$ cat src/rtl/adsr_envelope.sv
//==============================================================================
// Module   : adsr_envelope
// Purpose  : Per-voice ADSR amplitude envelope generator with a two-stage
//            sample scaler. It sits between the MIDI interface and the
//            filterbank carrier input.
// Ports    : clk_in, rst_in (sync, active-low), tick_in (envelope step strobe)
//            gate_in / vel_in (note gate and velocity)
//            attack/decay/release rates and sustain level
//            sample_in / sample_valid_in  -> sample_out / valid_out (2-cycle latency)
//            env_out, state_out, busy_out (envelope status)
// Config   : ADSR_EXP_RELEASE_EN selects exponential release
//            (lvl -= (lvl >> release_rate_in[3:0]) + 1); linear release otherwise.
// Revision : 1.0 - initial release
//==============================================================================
`default_nettype none

module adsr_envelope #(
  parameter int WIDTH     = 24,
  parameter int ENV_BITS  = 16,
  parameter int RATE_BITS = 16
) (
  input  logic                        clk_in,
  input  logic                        rst_in,
  input  logic                        tick_in,
  input  logic                        gate_in,
  input  logic [6:0]                  vel_in,
  input  logic [RATE_BITS-1:0]        attack_rate_in,
  input  logic [RATE_BITS-1:0]        decay_rate_in,
  input  logic [ENV_BITS-1:0]         sustain_in,
  input  logic [RATE_BITS-1:0]        release_rate_in,
  input  logic signed [WIDTH-1:0]     sample_in,
  input  logic                        sample_valid_in,
  output logic signed [WIDTH-1:0]     sample_out,
  output logic                        valid_out,
  output logic [ENV_BITS-1:0]         env_out,
  output logic [2:0]                  state_out,
  output logic                        busy_out
);

  // Level arithmetic is one bit wider than the level so that overflow past
  // full scale and underflow below zero are both visible in the top bit.
  localparam int EW = ENV_BITS + 1;
  localparam int PW = WIDTH + ENV_BITS + 1;

  typedef enum logic [2:0] {
    ST_IDLE    = 3'd0,
    ST_ATTACK  = 3'd1,
    ST_DECAY   = 3'd2,
    ST_SUSTAIN = 3'd3,
    ST_RELEASE = 3'd4
  } state_e;

  state_e                 state_q;
  logic [ENV_BITS-1:0]    lvl_q;
  logic [ENV_BITS-1:0]    peak_q;
  logic [ENV_BITS-1:0]    sus_q;
  logic                   gate_q;

  logic                   gate_rise;
  logic                   gate_fall;
  logic [ENV_BITS-1:0]    peak_d;
  logic [ENV_BITS-1:0]    sus_d;
  logic [EW-1:0]          atk_sum;
  logic [EW-1:0]          dec_diff;
  logic [EW-1:0]          rel_diff;
  logic                   atk_done;
  logic                   dec_done;
  logic                   rel_done;

  assign gate_rise = gate_in & ~gate_q;
  assign gate_fall = ~gate_in & gate_q;

  // Velocity is replicated so that 127 reaches exact full scale.
  assign peak_d = ENV_BITS'({vel_in, vel_in, vel_in[6:5]});
  assign sus_d  = (sustain_in < peak_d) ? sustain_in : peak_d;

  assign atk_sum  = {1'b0, lvl_q} + EW'(attack_rate_in);
  assign atk_done = (attack_rate_in == '0) || (atk_sum >= {1'b0, peak_q});

  // Top bit of the difference set means the subtraction went below zero.
  assign dec_diff = {1'b0, lvl_q} - EW'(decay_rate_in);
  assign dec_done = (decay_rate_in == '0) || dec_diff[EW-1] ||
                    (dec_diff[ENV_BITS-1:0] <= sus_q);

`ifdef ADSR_EXP_RELEASE_EN
  logic [EW-1:0] rel_step;
  assign rel_step = EW'(lvl_q >> release_rate_in[3:0]) + EW'(1'b1);
  assign rel_diff = {1'b0, lvl_q} - rel_step;
`else
  assign rel_diff = {1'b0, lvl_q} - EW'(release_rate_in);
`endif
  assign rel_done = (release_rate_in == '0) || rel_diff[EW-1] || (rel_diff == '0);

  // Envelope state machine. Gate edges take priority over a coincident tick;
  // a rising edge with zero velocity is treated as no edge at all.
  always_ff @(posedge clk_in) begin
    if (!rst_in) begin
      state_q <= ST_IDLE;
      lvl_q   <= '0;
      peak_q  <= '0;
      sus_q   <= '0;
      gate_q  <= 1'b0;
    end else begin
      gate_q <= gate_in;
      if (gate_rise && (vel_in != 7'd0)) begin
        // Retrigger keeps the current level; attack resumes from there.
        peak_q  <= peak_d;
        sus_q   <= sus_d;
        state_q <= ST_ATTACK;
      end else if (gate_fall && ((state_q == ST_ATTACK) || (state_q == ST_DECAY) ||
                                 (state_q == ST_SUSTAIN))) begin
        state_q <= ST_RELEASE;
      end else if (tick_in) begin
        case (state_q)
          ST_ATTACK: begin
            if (atk_done) begin
              lvl_q   <= peak_q;
              state_q <= ST_DECAY;
            end else begin
              lvl_q <= atk_sum[ENV_BITS-1:0];
            end
          end
          ST_DECAY: begin
            if (dec_done) begin
              lvl_q   <= sus_q;
              state_q <= ST_SUSTAIN;
            end else begin
              lvl_q <= dec_diff[ENV_BITS-1:0];
            end
          end
          ST_SUSTAIN: begin
            lvl_q <= lvl_q;
          end
          ST_RELEASE: begin
            if (rel_done) begin
              lvl_q   <= '0;
              state_q <= ST_IDLE;
            end else begin
              lvl_q <= rel_diff[ENV_BITS-1:0];
            end
          end
          default: begin
            lvl_q   <= '0;
            state_q <= ST_IDLE;
          end
        endcase
      end
    end
  end

  // Scaling pipeline: stage 1 multiplies by the level as it stood before any
  // same-cycle tick update; stage 2 takes an arithmetic shift (floor).
  logic signed [PW-1:0]    smp_ext;
  logic signed [PW-1:0]    lvl_ext;
  logic signed [PW-1:0]    prod_d;
  logic signed [PW-1:0]    prod_q;
  logic                    v1_q;
  logic                    vout_q;
  logic signed [WIDTH-1:0] smp_q;
  logic                    unused_prod_bits;

  assign smp_ext = {{(ENV_BITS + 1){sample_in[WIDTH-1]}}, sample_in};
  assign lvl_ext = {{(WIDTH + 1){1'b0}}, lvl_q};
  assign prod_d  = smp_ext * lvl_ext;

  // Fraction bits and the redundant sign bit are dropped by the shift/truncate.
  assign unused_prod_bits = ^{prod_q[ENV_BITS-1:0], prod_q[PW-1]};

  always_ff @(posedge clk_in) begin
    if (!rst_in) begin
      prod_q <= '0;
      v1_q   <= 1'b0;
      vout_q <= 1'b0;
      smp_q  <= '0;
    end else begin
      v1_q   <= sample_valid_in;
      vout_q <= v1_q;
      if (sample_valid_in) begin
        prod_q <= prod_d;
      end
      if (v1_q) begin
        smp_q <= prod_q[ENV_BITS +: WIDTH];
      end
    end
  end

  assign sample_out = smp_q;
  assign valid_out  = vout_q;
  assign env_out    = lvl_q;
  assign state_out  = state_q;
  assign busy_out   = (state_q != ST_IDLE);

endmodule

`default_nettype wire
$ cat config.mk
export PLATFORM = sky130hd
export DESIGN_NAME = adsr_envelope
export DESIGN_NICKNAME = d
export VERILOG_FILES = /design/src/rtl/adsr_envelope.sv
export SDC_FILE = /design/constraint.sdc
export NUM_CORES = 1
export LEC_CHECK = 0
export ABC_AREA = 1
export CAP_MARGIN = 40
export CORE_ASPECT_RATIO = 0.7
export CORE_UTILIZATION = 60
export CTS_CLUSTER_SIZE = 14
export DETAILED_ROUTE_END_ITERATION = 10
export PLACE_DENSITY_LB_ADDON = 0.12
export SKIP_CTS_REPAIR_TIMING = 1
export SLEW_MARGIN = 20
export SYNTH_ARGS = -nofsm -noshare
export SYNTH_HDL_FRONTEND = slang
export SYNTH_SLANG_ARGS = --single-unit
$ cat constraint.sdc
create_clock -name clk_in -period 19.6 [get_ports clk_in]
set_input_delay 2.94 -clock clk_in [delete_from_list [all_inputs] [get_ports clk_in]]
set_output_delay 2.94 -clock clk_in [all_outputs]
set_load 0.02 [all_outputs]
==> results.md, run 1 <==
Synthesis:
- Of all cell types, the one taking the most synthesized area is fa_1.
- The top cell type's share of synthesized area is 33.6%.
- The cell count after synthesis is 3111.
- The share of synthesized registers carrying an async set or reset is 0%.
- The count of different cell masters after synthesis is 46.
- The compound-cell area share of the yosys netlist is 8.58%.
- The xor and xnor area share after synthesis is 1.89%.
- In the synthesized netlist the dominant register cell turns out to be dfxtp_1.
- Yosys attributes the largest share of cell area to fa_1 (34%), inv_1 (14%), nand2_1 (12%), ha_1 (11%), dfxtp_1 (8.4%).
- The number of synthesized flops with an enable pin is 0.
- Synthesis produced a netlist with a net count of 3775.
- The simple-gate portion of the synthesized area is 20.5%.
- After synthesis the netlist holds a flip-flop and latch count of 93.
- The part of the Yosys area used for sequential elements is 8.37%.
- A synthesized cell averages 7.15 sq um.
- After synthesis, the largest family of logic cells by area is adder cells.
- The portion of synthesized area spent on multiplexers is 0%.
- The post-synthesis adder-cell area fraction is 44.3%.
- The synthesized netlist occupies a cell area of 22200 sq um.
- The Yosys warning count is 0.

Final layout:
- In the final layout, the share of cells above drive strength 1 is 2.37%.
- In the layout the commonest cells are inv_1 (825), nand2_1 (714), fa_1 (373), ha_1 (191), nor2_1 (172).
- The number of fill cells in the layout is 3151.
- The area growth from synthesis to layout is 9.05%.
- The commonest non-fill, non-tap cell in the layout is inv_1.
- The number of nets in the layout is 3828.

GRT:
- The global-route congestion overflow total is 0.
- Entering global routing, the biggest net connects 72 pins.
- The global-route wire length before repair is 108 mm.
- Across every metal layer, demand over resource in global routing totals 37.1%.
- The number of antenna violations at the first check in global routing is 2.
- The via count of the first global-routing pass is 20.4k.

Place:
- The wire-length estimate of the detail-placed layout is 56.3 mm.
- The congestion estimate from routability-driven global placement came to 1.01.
- In this run the tool buffered the top-level ports with 144 buffer cells.

Drt:
- The violation count after the first detailed-route iteration is 1963.
- The total iterations of the first detailed-routing run is 5.
- For this run, design rule violations remaining after detail routing come to 0.
- The routed length per instance is 18.6 um.
- The post-detailed-route via-to-cell ratio is 5.55.
- Once detail routing completed, the nets flagged for antenna violations numbered 0.
- Detailed routing inserted a total of 20.3k vias.
- The wire length after detailed routing is 67.8 mm.

Worst setup path:
- The kind of capture point of the worst setup path is a register.
- For the worst setup path, the data required time is 19.89 ns.
- The worst setup path category is in2reg.
- STA classifies the critical path startpoint as an input pin.
- The critical path data arrival time is 9.80 ns.
- The highest fanout seen on the critical path is 16.

Clock tree:
- The root buffer cell chosen for the clock tree is clkbuf_16.
- The H-tree depth reported by CTS is 3.
- The longest clock path from root to sink contains 2 buffers.
- The TritonCTS buffer count is 9.
- After clock tree synthesis, the clock-pin slew on the worst setup and hold paths is 0.08 ns.
- The number of sinks handled by clock tree synthesis is 93.
- TritonCTS built the clock tree.
- The worst-skew pair later-pin latency is 0.37 ns.

Pwr:
- The overall power of the completed layout is 936 uW.
- For this design the static power due to leakage is 0.0136 uW.
- The fraction of power spent switching nets is 47.7%.
- The power dissipated by switching net loads is 447 uW.
- The portion of total power attributed to combinational logic is 57.7%.
- In this run the power density over the cells is 38.6 nW/um^2.
- Across the VDD grid, the largest voltage drop is 0.0349 mV.
- The internal portion of total power is 489 uW.
- The sequential share of power is 23.1%.
- In this run, the clock network consumes 19.3% of the power.

Timing:
- Summed over all failing endpoints, the final setup total negative slack is 0 ns.
- The number of failing hold endpoints at the final stage came to 0.
- Headroom to the max-slew limit came out at 41.5%.
- The final critical delay including setup and external delays is 9.51 ns.
- Setup repair after global routing left no endpoint under its margin.
- In the finished design, the share of the clock period the worst path needs comes to 48.5%.
- The actual transition at the worst max-transition pin is 0.874 ns.
- Setup violations remaining at the end of the flow were counted as 0.
- For this run, the top clock speed supported by timing is 105 MHz.
- The number of slew-limit violations in the final report was 0.
- The clock arrives with 0.0152 ns of skew.

Die:
- The core region is 36200 sq um.
- The die covers 37900 sq um.
- The die is 163 um tall.
- The floorplan step set the die width to 232 um.
- In this run the count of I/O pins placed on the die edge is 145.
- The number of rows in the core area is 58.
- The initial utilization of the core area, before any placement, comes to 61.4%.

Job:
- Max-cap violations in this run came to 0.

Run status:
- The run finished with clean final reports.

Hold path:
- The min-delay analysis places its worst path in the category reg2reg.
-- kinds of logic (layout without fill, tap and decap cells) --
family	Yosys count	after routing
AND/OR/NAND/NOR	1101	1101
buffers and inverters	957	1015
adder cells (fa/ha/maj)	564	564
AO/OA/AOI/OAI	348	348
flip-flops	93	93
XOR/XNOR	48	48
other	0	2
-- critical path, stage by stage --
cell             delay [ns]
clkdlybuf4s50_1        0.89
nand2_1                0.28
fa_1                   0.67
fa_1                   0.76
inv_1                  0.20
fa_1                   0.49
fa_1                   0.51
fa_1                   0.49
inv_1                  0.05
fa_1                   0.49
inv_1                  0.05
ha_1                   0.41
nand2_1                0.11
nor2_1                 0.12
inv_1                  0.11
nor4_1                 0.40
nand3_1                0.27
nand3_1                0.19
nand3_1                0.09
nand2_1                0.08
a21oi_1                0.06
a21oi_1                0.14
-- layout make-up --
class	count	area, sq um	share of cell area, %
diodes	2	5.00	0.0206
clock buffers	9	225	0.928
clock inverters	7	62.6	0.258
inverters	830	3120	12.8
multi-input cells	2061	16800	69.0
flip-flops and latches	93	1860	7.67
well taps	480	601	2.48
repair buffers	169	1640	6.76
-- per-layer routing --
metal  GRT usage [%]  routed length, um
met3            9.58               8320
met2            53.7              27500
met1            55.1              30400
met4            8.49               1580
met5               0                  0
-- metrics by stage --
| step | instances | setup WS, ns | area (sq um) | util, % | hold slack (ns) |
|---|---|---|---|---|---|
| floorplan | 3111 | 11.10 | 22200 | - | 0.450 |
| global placement | 3631 | 9.94 | 23900 | 66.1 | 0.455 |
| detailed placement | 3632 | 9.80 | 24000 | 66.1 | 0.456 |
| CTS | 3648 | 10.17 | 24200 | 66.9 | 0.467 |
| global route | 3651 | 9.61 | 24300 | 67.0 | 0.486 |
| finish | 3651 | 10.09 | 24300 | 67.0 | 0.470 |
-- path summary, 6_finish.rpt --
path                           start                       to  slack (ns)  cells past startpoint
max                    sample_in[23]  prod_q[39]$_SDFFE_PN0P_       10.09                     22
min          env_out[8]$_SDFFE_PN0P_  env_out[8]$_SDFFE_PN0P_        0.47                      2
max reg2reg  env_out[2]$_SDFFE_PN0P_  prod_q[39]$_SDFFE_PN0P_       12.56                     22
min reg2reg  env_out[8]$_SDFFE_PN0P_  env_out[8]$_SDFFE_PN0P_        0.47                      2
-- synth_stat cells, types with 8 or more instances --
cell type,instances
nand4_1,36
o21bai_1,10
nor3_1,14
nor4_1,15
a31oi_1,14
clkbuf_1,114
nand3_1,116
xnor2_1,19
o21ai_0,118
xor2_1,29
a21oi_1,157
nor2_1,172
inv_1,825
nand2_2,8
fa_1,373
nand2_1,714
ha_1,191
o211ai_1,19
dfxtp_1,93
-- power by group through the flow --
stage / Sequential [uW] / Clock, uW / Combinational [uW]
after floorplan: 223 / 0 / 353
after global placement: 220 / 0 / 509
after detailed placement: 220 / 0 / 527
after CTS: 216 / 182 / 529
after global routing: 217 / 188 / 605
final: 216 / 180 / 540
-- flip-flops by register name, summed over array words and instances (netlist names) --
| name | cells |
|---|---|
| env_out | 16 |
| gate_q | 1 |
| peak_q | 7 |
| prod_q | 24 |
| sample_out | 24 |
| state_out | 3 |
| sus_q | 16 |
| v1_q | 1 |
| valid_out | 1 |
Power figures use the tool's default switching activity.
==> run 2: changes to the inputs <==
Settings changed: CORE_UTILIZATION 60 to 57.
Clock period 19.6 ns to 8.7 ns, I/O delays scaled along.
==> results.md, run 2 (synthesis gave the netlist of run 1 again) <==
Final layout:
- In the layout the commonest cells are inv_1 (825), nand2_1 (714), fa_1 (373), ha_1 (191), nor2_1 (172).
- For this run, the number of standard cells in the final layout without fillers is 3712.
- The commonest non-fill, non-tap cell in the layout is inv_1.
- In the final layout, the share of cells above drive strength 1 is 2.89%.
- The area added between synthesis and finish is 10.2%.
- The number of nets in the layout is 3844.

Worst setup path:
- Of all nets on the critical path, the largest fanout is 16.
- The launch point of the worst reg-to-reg path is env_out[2]$_SDFFE_PN0P_.
- The critical path launch point type is an input pin.
- The worst setup path category is in2reg.
- The cell depth of the worst flop-to-flop path is 21.
- At the worst endpoint, the required time is 8.95 ns.
- The kind of capture point of the worst setup path is a register.
- Data on the critical path arrives at its endpoint at 8.11 ns.
- The minimum setup slack among reg-to-reg paths is 1.81 ns.
- The worst register-to-register path ends at prod_q[38]$_SDFFE_PN0P_.

Die:
- The height of the chip is 167 um.
- The starting density of the core is 57.9%.
- The number of I/O pins is 145.
- The number of rows in the core area is 60.
- The die is 238 um wide.
- The core region is 38400 sq um.
- The die area is 39800 sq um.

Timing:
- The fmax is 127 MHz.
- The number of slew-limit violations in the final report is 0.
- The number of failing hold endpoints at the final stage is 0.
- The worst path setup slack after routing is 0.838 ns.
- The final critical delay including setup and external delays is 7.86 ns.
- In the finished design, the share of the clock period the worst path needs comes to 90.4%.
- The maximum clock skew at final layout is 0.0141 ns.
- Setup repair after global routing left no endpoint under its margin.
- After routing, the total negative slack on setup checks comes to 0 ns.
- At the pin with the least slew margin, the transition time is 0.858 ns.
- Headroom to the max-slew limit came out at 42.8%.
- The final count of negative-setup-slack endpoints is 0.
- Final hold analysis gives a worst-case slack of 0.480 ns.

Job:
- The tool flagged a number of max-cap violations equal to 0.

Clock tree:
- TritonCTS built the clock tree.
- The clock reaches the later pin of the worst-skew pair after 0.36 ns.
- The clock transition at the registers of the reported paths is 0.07 ns.
- For this design, the sink count on the clock tree is 93.
- The H-tree depth reported by CTS is 3.
- The buffer depth of the longest clock path is 2.
- The root cell of the clock tree is clkbuf_16.
- The TritonCTS buffer count is 9.

Pwr:
- In this run the power density over the cells is 86.4 nW/um^2.
- The analysis attributes to cell leakage a power of 0.0137 uW.
- The worst-case IR drop observed on VDD is 0.0804 mV.

Place:
- Summed over all nets, the half-perimeter wirelength after detailed placement is 57.3 mm.
- Routability-driven placement finished with a final weighted congestion of 1.01.
- During placement, the flow inserted port buffers numbering 144.
- The cell count after placement is 3690.
- OpenSTA, run right after detailed placement, puts the worst setup slack at 0.595 ns.

GRT:
- The global-route usage over all layers is 35.5%.
- Entering global routing, the biggest net connects 72 pins.
- The global-route wire length before repair is 110 mm.
- The global-route congestion overflow total is 0.
- The number of antenna violations at the first check in global routing is 2.
- The via count of the first global-routing pass is 20.2k.

Drt:
- Dividing the detail-routed wire length by the instance count gives 18.4 um.
- The detailed router placed 20.2k vias in this run.
- In the routed design, unresolved DRC markers number 0.
- The wire length after detailed routing is 68.4 mm.
- After detailed routing, the number of vias per cell comes to 5.43.
- The count of nets left with antenna violations once routing finished came out at 0.
- The violation count after the first detailed-route iteration is 1948.
- The total iterations of the first detailed-routing run is 5.

Run status:
- The flow ran to the end, and the final reports show no timing, DRC or antenna violations.

Hold path:
- The type of the worst min-delay path is reg2reg.
- The path with the worst hold slack has its endpoint at sample_out[0]$_SDFFE_PN0P_.
- Counting instances, the worst hold path has a depth of 2.
- In this run the most critical hold path is launched from prod_q[16]$_SDFFE_PN0P_.
[run 2: changes by cell type in the layout (fill, tap and decap cells not counted), moves of 2 or more]
cell        change
dfxtp_2         +3
buf_4           +6
clkinvlp_4      +3
clkinv_4        -2
buf_6           +2
inv_8           -2
dfxtp_1         -3
buf_8           +7
[run 2: area by class of cell]
class | instances | area (sq um)
Multi-Input combinational cell | 2061 | 16800
Fill cell | 3511 | 13900
Antenna cell | 1 | 2.50
Tap cell | 527 | 659
Clock inverter | 5 | 61.3
Inverter | 830 | 3120
Clock buffer | 10 | 229
Sequential cell | 93 | 1870
Timing Repair Buffer | 185 | 1830
[run 2: power by group]
part	leakage, uW	total, uW	internal, uW	switching, uW
registers	0.000767	494	462	32.2
logic	0.0128	1210	442	773
clock network	0.000131	408	223	186
total	0.0137	2120	1130	991
[run 2: critical path: stages]
cell and delay (ns):
clkdlybuf4s50_1 0.88, nand2_1 0.26, fa_1 0.69, fa_1 0.78
inv_1 0.20, fa_1 0.51, fa_1 0.51, fa_1 0.50
inv_1 0.05, fa_1 0.48, inv_1 0.05, ha_1 0.38
a21oi_1 0.25, o21ai_0 0.21, a21oi_1 0.17, nand2_1 0.14
a31oi_1 0.20, nand3_1 0.17, a21oi_1 0.15, o21ai_0 0.09
o211ai_1 0.09, inv_1 0.05
[run 2: routing by layer]
| metal | global-route usage (%) | routed length [um] |
|---|---|---|
| met1 | 56.0 | 32500 |
| met2 | 50.0 | 27100 |
| met3 | 8.14 | 8130 |
| met4 | 5.16 | 685 |
| met5 | 0 | 0 |
[run 2: worst max-delay path by stage]
stage | startpoint | endpoint | depth (start not counted)
final | sample_in[23] | prod_q[38]$_SDFFE_PN0P_ | 22
after floorplan | sample_in[23] | prod_q[39]$_SDFFE_PN0P_ | 23
after CTS | sample_in[23] | prod_q[38]$_SDFFE_PN0P_ | 21
after global routing | sample_in[23] | prod_q[38]$_SDFFE_PN0P_ | 22
after detailed placement | sample_in[23] | prod_q[38]$_SDFFE_PN0P_ | 22
after global placement | sample_in[23] | prod_q[39]$_SDFFE_PN0P_ | 22
[run 2: metrics by stage]
| step | power, uW | utilization, % | instance area [sq um] |
|---|---|---|---|
| floorplan | 1300 | - | 22200 |
| global placement | 1660 | 62.6 | 24000 |
| detailed placement | 1680 | 62.8 | 24100 |
| CTS | 2090 | 63.5 | 24400 |
| global route | 2290 | 63.8 | 24500 |
| finish | 2120 | 63.8 | 24500 |
